File: src/rtl/hazard_scoreboard.sv
// Hazard scoreboard for a 5-stage pipeline: tracks E/M/W producers and derives stall and forward selects.
// Optional macro HAZARD_STALL_CNT_EN adds a saturating 16-bit stall counter output (stall_cnt).
module hazard_scoreboard (
    input  logic       clk,
    input  logic       reset,
    input  logic       d_valid,
    input  logic [4:0] d_rs,
    input  logic [4:0] d_rt,
    input  logic [1:0] d_tuse_rs,
    input  logic [1:0] d_tuse_rt,
    input  logic [4:0] d_wreg,
    input  logic [1:0] d_tnew,
    output logic       stall,
    output logic [1:0] fwd_d_rs,
    output logic [1:0] fwd_d_rt,
    output logic [1:0] fwd_e_rs,
    output logic [1:0] fwd_e_rt,
    output logic [1:0] fwd_m_rt
`ifdef HAZARD_STALL_CNT_EN
    ,
    output logic [15:0] stall_cnt
`endif
);

    localparam logic [1:0] TUSE_NONE = 2'd3;

    logic [4:0] e_wreg, e_rs, e_rt, m_wreg, m_rt, w_wreg;
    logic [1:0] e_tnew, m_tnew, w_tnew;

    function automatic logic [1:0] tnew_dec(input logic [1:0] t);
        return (t == 2'd0) ? 2'd0 : t - 2'd1;
    endfunction

    // A source needs to wait if any matching in-flight producer is still further from done than the use point.
    function automatic logic src_hazard(
        input logic [4:0] r,  input logic [1:0] tuse,
        input logic [4:0] ew, input logic [1:0] et,
        input logic [4:0] mw, input logic [1:0] mt,
        input logic [4:0] ww, input logic [1:0] wt
    );
        if (tuse == TUSE_NONE || r == 5'd0)
            return 1'b0;
        return (ew == r && et > tuse) || (mw == r && mt > tuse) || (ww == r && wt > tuse);
    endfunction

    // Youngest match wins; a match whose result is not ready yet blocks older stages.
    function automatic logic [1:0] fwd_pick(
        input logic [4:0] r,
        input logic [4:0] ew, input logic [1:0] et,
        input logic [4:0] mw, input logic [1:0] mt,
        input logic [4:0] ww, input logic [1:0] wt
    );
        if (r == 5'd0)
            return 2'b00;
        if (ew == r)
            return (et == 2'd0) ? 2'b01 : 2'b00;
        if (mw == r)
            return (mt == 2'd0) ? 2'b10 : 2'b00;
        if (ww == r)
            return (wt == 2'd0) ? 2'b11 : 2'b00;
        return 2'b00;
    endfunction

    always_comb begin
        stall = d_valid &&
                (src_hazard(d_rs, d_tuse_rs, e_wreg, e_tnew, m_wreg, m_tnew, w_wreg, w_tnew) ||
                 src_hazard(d_rt, d_tuse_rt, e_wreg, e_tnew, m_wreg, m_tnew, w_wreg, w_tnew));
    end

    always_comb begin
        fwd_d_rs = fwd_pick(d_rs, e_wreg, e_tnew, m_wreg, m_tnew, w_wreg, w_tnew);
        fwd_d_rt = fwd_pick(d_rt, e_wreg, e_tnew, m_wreg, m_tnew, w_wreg, w_tnew);
        fwd_e_rs = fwd_pick(e_rs, 5'd0, 2'd0, m_wreg, m_tnew, w_wreg, w_tnew);
        fwd_e_rt = fwd_pick(e_rt, 5'd0, 2'd0, m_wreg, m_tnew, w_wreg, w_tnew);
        fwd_m_rt = fwd_pick(m_rt, 5'd0, 2'd0, 5'd0, 2'd0, w_wreg, w_tnew);
    end

    always_ff @(posedge clk) begin
        if (reset) begin
            e_wreg <= 5'd0;
            e_tnew <= 2'd0;
            e_rs   <= 5'd0;
            e_rt   <= 5'd0;
            m_wreg <= 5'd0;
            m_tnew <= 2'd0;
            m_rt   <= 5'd0;
            w_wreg <= 5'd0;
            w_tnew <= 2'd0;
        end else begin
            if (stall) begin
                e_wreg <= 5'd0;
                e_tnew <= 2'd0;
                e_rs   <= 5'd0;
                e_rt   <= 5'd0;
            end else begin
                e_wreg <= d_valid ? d_wreg : 5'd0;
                e_tnew <= d_tnew;
                e_rs   <= d_rs;
                e_rt   <= d_rt;
            end
            m_wreg <= e_wreg;
            m_tnew <= tnew_dec(e_tnew);
            m_rt   <= e_rt;
            w_wreg <= m_wreg;
            w_tnew <= tnew_dec(m_tnew);
        end
    end

`ifdef HAZARD_STALL_CNT_EN
    always_ff @(posedge clk) begin
        if (reset)
            stall_cnt <= 16'd0;
        else if (stall && stall_cnt != 16'hFFFF)
            stall_cnt <= stall_cnt + 16'd1;
    end
`endif

endmodule
File: config.mk
export PLATFORM = sky130hd
export DESIGN_NAME = hazard_scoreboard
export DESIGN_NICKNAME = d
export VERILOG_FILES = /design/src/rtl/hazard_scoreboard.sv
export SDC_FILE = /design/constraint.sdc
export NUM_CORES = 1
export LEC_CHECK = 0
export CORE_UTILIZATION = 25
export DETAILED_ROUTE_END_ITERATION = 10
export GPL_TIMING_DRIVEN = 0
export HOLD_SLACK_MARGIN = 0.15
export SYNTH_ARGS = -nofsm -noshare
export SYNTH_HDL_FRONTEND = slang
export SYNTH_SLANG_ARGS = --single-unit
File: constraint.sdc
create_clock -name clk -period 4.74 [get_ports clk]
set_input_delay 0.948 -clock clk [delete_from_list [all_inputs] [get_ports clk]]
set_output_delay 0.948 -clock clk [all_outputs]
set_load 0.02 [all_outputs]
==> qor.yml, run 1 <==
routing:
  firstDrtPassIters: 4
  drt-vias-per-instance: 4.59
  dr_total_vias: 1851
  drt_iter0_drc: 92
  drc: 0
  wire_per_inst_um: 14.7
  routed_wl_um: 5930
  ant_nets: 0
logic_synthesis:
  syn_area_sq_um: 2360
  synth_compound_area_frac: 0.0839
  async_flop_share: 0
  synth_xor_area_frac: 0.186
  synth_top_area_frac: 0.306
  synth_fa_ha_area_frac: 0.0743
  synth.net_count: 288
  synth_top_family_by_area: "simple AND/OR/NAND/NOR gates"
  synth_warnings: 0
  avgSynthCellArea_sq_um: 9.43
  synth.largest_area_cell: "dfxtp_1"
  synthCells: 250
  synth-edff-count: 0
  ys_ff_latch: 36
  synthTopCellsByArea: "dfxtp_1 31%, xor2_1 11%, ha_1 7.4%"
  ys.flop_type: "dfxtp_1"
  yosys.area_share.simple: 0.275
  synth_seq_area_share: 0.306
  muxShareOfSynthArea: 0.00849
  synth_cell_types: 40
grt:
  grt.overflow.total: 0
  grt_use_total: 0.128
  grt_pass1_wl_um: 9560
  antenna_found_initial: 0
  grt_pass1_vias: 1890
  grt_max_degree: 13
clocking:
  cts_made_buffers: 5
  postCtsSetupRepairBufs: 0
  cts_tree: "done"
  cts_num_sinks: 36
  cts_root_buf: "clkbuf_8"
  cts-hold-fix-buffers: 0
  clk_pin_slew_worst_paths_ns: 0.07
  cts.repair.resized: 0
  ctsHtreeMaxLevel: 2
  clk_latency_ns: 0.29
  cts.path.max_buffers: 2
placed_design:
  gp_congestion: 0.865
  place_area_sq_um: 2840
  dp_slack_ns: 0.238
  dp_hpwl_um: 4660
  dp.cells: 395
  numPortBuffers: 34
sta:
  finalCriticalPeriod_ns: 4.47
  clock.fmax_ghz: 0.224
  setup-violations-final: 0
  timing.final.ws_setup_ns: 0.266
  slew_headroom: 0.587
  fin_crit_sh: 0.944
  tightestPinTransition_ns: 0.619
  final-hold-violation-count: 0
  slew_viol_final: 0
  finalClockSkew_ns: 0.00793
  setup_tns_ns: 0
  rsz0062_at_grt: "no"
die:
  die_h_um: 99.1
  core_sq_um: 9200
  io_pins: 35
  initial_core_util: 0.256
  rows: 35
  fp.dieArea_sq_um: 9820
  die_w_um: 99.1
power:
  ir_drop_v: 0.000109
  power_density_nw_per_um2: 247
  p_leak_nw: 1.19
  power_mw: 0.722
setup_path:
  reg2reg_from: "m_wreg[1]$_SDFF_PP0_"
  r2r-end: "e_rs[4]$_SDFF_PP0_"
  rrSetupSlack_ns: 2.54
  crit_type: "input port to output pin"
  rr_worst_depth: 7
  worstPathArrival_ns: 3.53
  endpoint_kind: "output pin"
  critPathMaxFanout: 6
  worst_ep_required_time_ns: 3.79
  cp-start-kind: "input port"
cells_and_area:
  mostFrequentLayoutCells: "36 x dfxtp_1, 34 x clkdlybuf4s50_1, 30 x xor2_1, 21 x nor2b_1, 20 x xnor2_1"
  fin_cells: 403
  design_area_sq_um: 2920
  fill_cells: 974
  drive_above_1_share: 0.113
  regArea_sq_um: 721
  multi_input_area_sq_um: 1480
  final_common_cell: "dfxtp_1"
  diodes: 0
  syn2layout_area_growth_pct: 24.0
  fin_nets: 329
min_path:
  hp-start: "m_tnew[0]$_SDFF_PP0_"
  holdPathStages: 1
  holdPathEnd: "w_tnew[0]$_SDFF_PP0_"
  hp-class: "flop to flop"
outcome:
  status: "finished clean"
job:
  drv_cap: 0
-- cell usage after synthesis, drive strengths merged, types with 5 or more instances --
cell,count
nor4,6
nor2b,21
nand3,8
ha,14
nor4b,16
nor3,12
xor2,30
nand2b,5
xnor2,20
dfxtp,36
clkbuf,5
nand2,8
nor2,11
a31oi,5
buf,11
inv,12
-- metrics by stage --
stage               hold WS, ns   util
finish                    0.424  0.318
global route              0.442  0.318
CTS                       0.422  0.318
detailed placement        0.412  0.308
global placement          0.414  0.308
floorplan                 0.401      -
-- sequential cells by signal (all words and copies together), names as in the netlist --
signal and cells:
w_tnew 2, e_rs 5, e_rt 5, m_rt 5, w_wreg 5, e_wreg 5, m_tnew 2, m_wreg 5
e_tnew 2
-- critical path: stages --
cell,delay [ns]
clkdlybuf4s50_1,0.55
nor2b_1,0.21
a2111oi_2,0.45
nand4_1,0.19
a311oi_2,0.40
or2_1,0.17
clkdlybuf4s50_1,0.59
-- layer usage --
layer	vias up	track usage	share of wire
li1	953	-	-
met1	852	0.162	0.46
met2	40	0.219	0.49
met3	6	0.0246	0.036
met4	0	0.0407	0.010
met5	-	0	0
-- cell families after synthesis --
kind of cell	after synthesis
compound gates	24
xor+xnor	50
fa+ha+maj	14
buf+inv	28
flops	36
mux	2
simple gates	96
-- cell type report --
cell class,instances,area share
Clock buffer,5,0.0235
Buffer,16,0.0381
Sequential cell,36,0.246
Multi-Input combinational cell,186,0.506
Clock inverter,3,0.00642
Inverter,12,0.0154
Tap cell,111,0.0475
Timing Repair Buffer,34,0.116
-- worst max path at each step --
stage | from | end | slack (ns) | cells after the start
after floorplan | d_tuse_rs[1] | stall | 1.47 | 5
after global placement | d_tuse_rs[1] | stall | 0.24 | 7
after detailed placement | d_rs[0] | stall | 0.24 | 7
after CTS | d_rs[0] | stall | 0.23 | 7
after global routing | d_rs[0] | stall | 0.07 | 7
final | d_rs[0] | stall | 0.27 | 7
-- where the power goes --
group	internal, mW	leakage, nW	switching (mW)
Combinational	0.0859	0.844	0.0869
Sequential	0.316	0.296	0.0119
Clock	0.102	0.0479	0.118
(Power assumes the default switching activity.)
==> inputs of run 2 (changes only) <==
- GPL_TIMING_DRIVEN: 0 -> unset
==> qor.yml, run 2 (synthesis results as in run 1) <==
setup_path:
  critPathMaxFanout: 6
  cp-start-kind: "input port"
  worstPathArrival_ns: 3.39
  crit_type: "input port to output pin"
  endpoint_kind: "output pin"
  worst_ep_required_time_ns: 3.79
clocking:
  cts.path.max_buffers: 2
  cts_num_sinks: 36
  cts_tree: "done"
  cts_root_buf: "clkbuf_8"
  clk_latency_ns: 0.29
  ctsHtreeMaxLevel: 2
  clk_pin_slew_worst_paths_ns: 0.07
  cts-hold-fix-buffers: 0
  cts.repair.resized: 0
  cts_made_buffers: 5
  postCtsSetupRepairBufs: 0
die:
  rows: 35
  die_w_um: 99.1
  io_pins: 35
  initial_core_util: 0.256
  die_h_um: 99.1
  fp.dieArea_sq_um: 9820
  core_sq_um: 9200
power:
  ir_drop_v: 0.000129
  power_density_nw_per_um2: 269
  p_leak_nw: 1.15
  power_mw: 0.771
cells_and_area:
  syn2layout_area_growth_pct: 21.6
  drive_above_1_share: 0.0964
  mostFrequentLayoutCells: "36 x dfxtp_1, 34 x clkdlybuf4s50_1, 30 x xor2_1, 21 x nor2b_1, 20 x xnor2_1"
  design_area_sq_um: 2870
  fin_nets: 317
  final_common_cell: "dfxtp_1"
  diodes: 0
sta:
  rsz0062_at_grt: "no"
  finalCriticalPeriod_ns: 4.34
  setup_tns_ns: 0
  setup-violations-final: 0
  fin_crit_sh: 0.916
  clock.fmax_ghz: 0.230
  tightestPinTransition_ns: 0.520
  final-hold-violation-count: 0
  timing.final.ws_setup_ns: 0.400
  slew_viol_final: 0
  finalClockSkew_ns: 0.00666
  slew_headroom: 0.651
routing:
  dr_wl_met2_um: 2940
  firstDrtPassIters: 4
  drt-vias-per-instance: 4.74
  dr_total_vias: 1854
  wl_met3_um: 174
  drt-met1-wl_um: 2820
  ant_nets: 0
  drc: 0
  drt_iter0_drc: 124
  top_layer: "met4"
  wire_per_inst_um: 15.4
  routed_wl_um: 6040
grt:
  grt_use_total: 0.126
  grt_max_degree: 33
  antenna_found_initial: 0
  grt_pass1_wl_um: 9310
  grt_pass1_vias: 1766
  grt.overflow.total: 0
min_path:
  hp-class: "flop to flop"
job:
  drv_cap: 0
placed_design:
  place_area_sq_um: 2760
  dp_hpwl_um: 4620
  numPortBuffers: 34
  gp_congestion: 0.907
  dp_slack_ns: 0.392
outcome:
  status: "finished clean"
[run 2: cell types whose count changed in the layout (fill, tap and decap cells not counted)]
cell	change
buf_6	-5
clkbuf_1	-4
buf_1	-2
buf_2	-2
buf_4	+2
bufinv_16	+1
clkbuf_4	-1
clkinv_2	-1
clkinv_4	-1
clkinvlp_4	+1
[run 2: worst paths after layout]
path / startpoint / to / slack, ns / cells after the start
worst min-delay path: m_tnew[0]$_SDFF_PP0_ / w_tnew[0]$_SDFF_PP0_ / 0.43 / 1
worst max register to register: w_wreg[0]$_SDFF_PP0_ / e_wreg[4]$_SDFF_PP0_ / 2.62 / 5
worst min register to register: m_tnew[0]$_SDFF_PP0_ / w_tnew[0]$_SDFF_PP0_ / 0.43 / 1
worst max-delay path: d_rs[0] / stall / 0.40 / 7
[run 2: cell type report]
cell class                 count  area, sq um
sequential                    36          721
clock inverter                 3         42.5
tap                          111          139
multi-input combinational    186         1480
fill                         961         6330
clock buffer                   5         68.8
inverter                      12         45.0
timing repair buffer          38          370
[run 2: layer usage]
| metal | vias up | GRT usage |
|---|---|---|
| li1 | 929 | - |
| met1 | 887 | 0.154 |
| met2 | 31 | 0.218 |
| met3 | 7 | 0.0267 |
| met4 | 0 | 0.0452 |
| met5 | - | 0 |
[run 2: critical path, stage by stage]
cell and delay (ns):
clkdlybuf4s50_1 0.56, nor2b_1 0.22, a2111oi_2 0.44, nand4_1 0.20
a311oi_2 0.26, or2_1 0.17, clkdlybuf4s50_1 0.60
[run 2: stage by stage]
| stage | utilization | hold WS (ns) | cells |
|---|---|---|---|
| finish | 0.312 | 0.434 | 391 |
| floorplan | - | 0.401 | 250 |
| detailed placement | 0.300 | 0.421 | 383 |
| CTS | 0.312 | 0.433 | 391 |
| global placement | 0.300 | 0.416 | 383 |
| global route | 0.312 | 0.455 | 391 |
[run 2: report_power, final]
part / internal (mW) / switching [mW]
clock: 0.156 / 0.116
combinational: 0.0834 / 0.0816
sequential: 0.317 / 0.0174
==> inputs of run 3 (changes only) <==
- SLEW_MARGIN: unset -> 20
==> results of run 3 <==
Same layout as run 2: the final DEF is identical, and so are final timing and power.
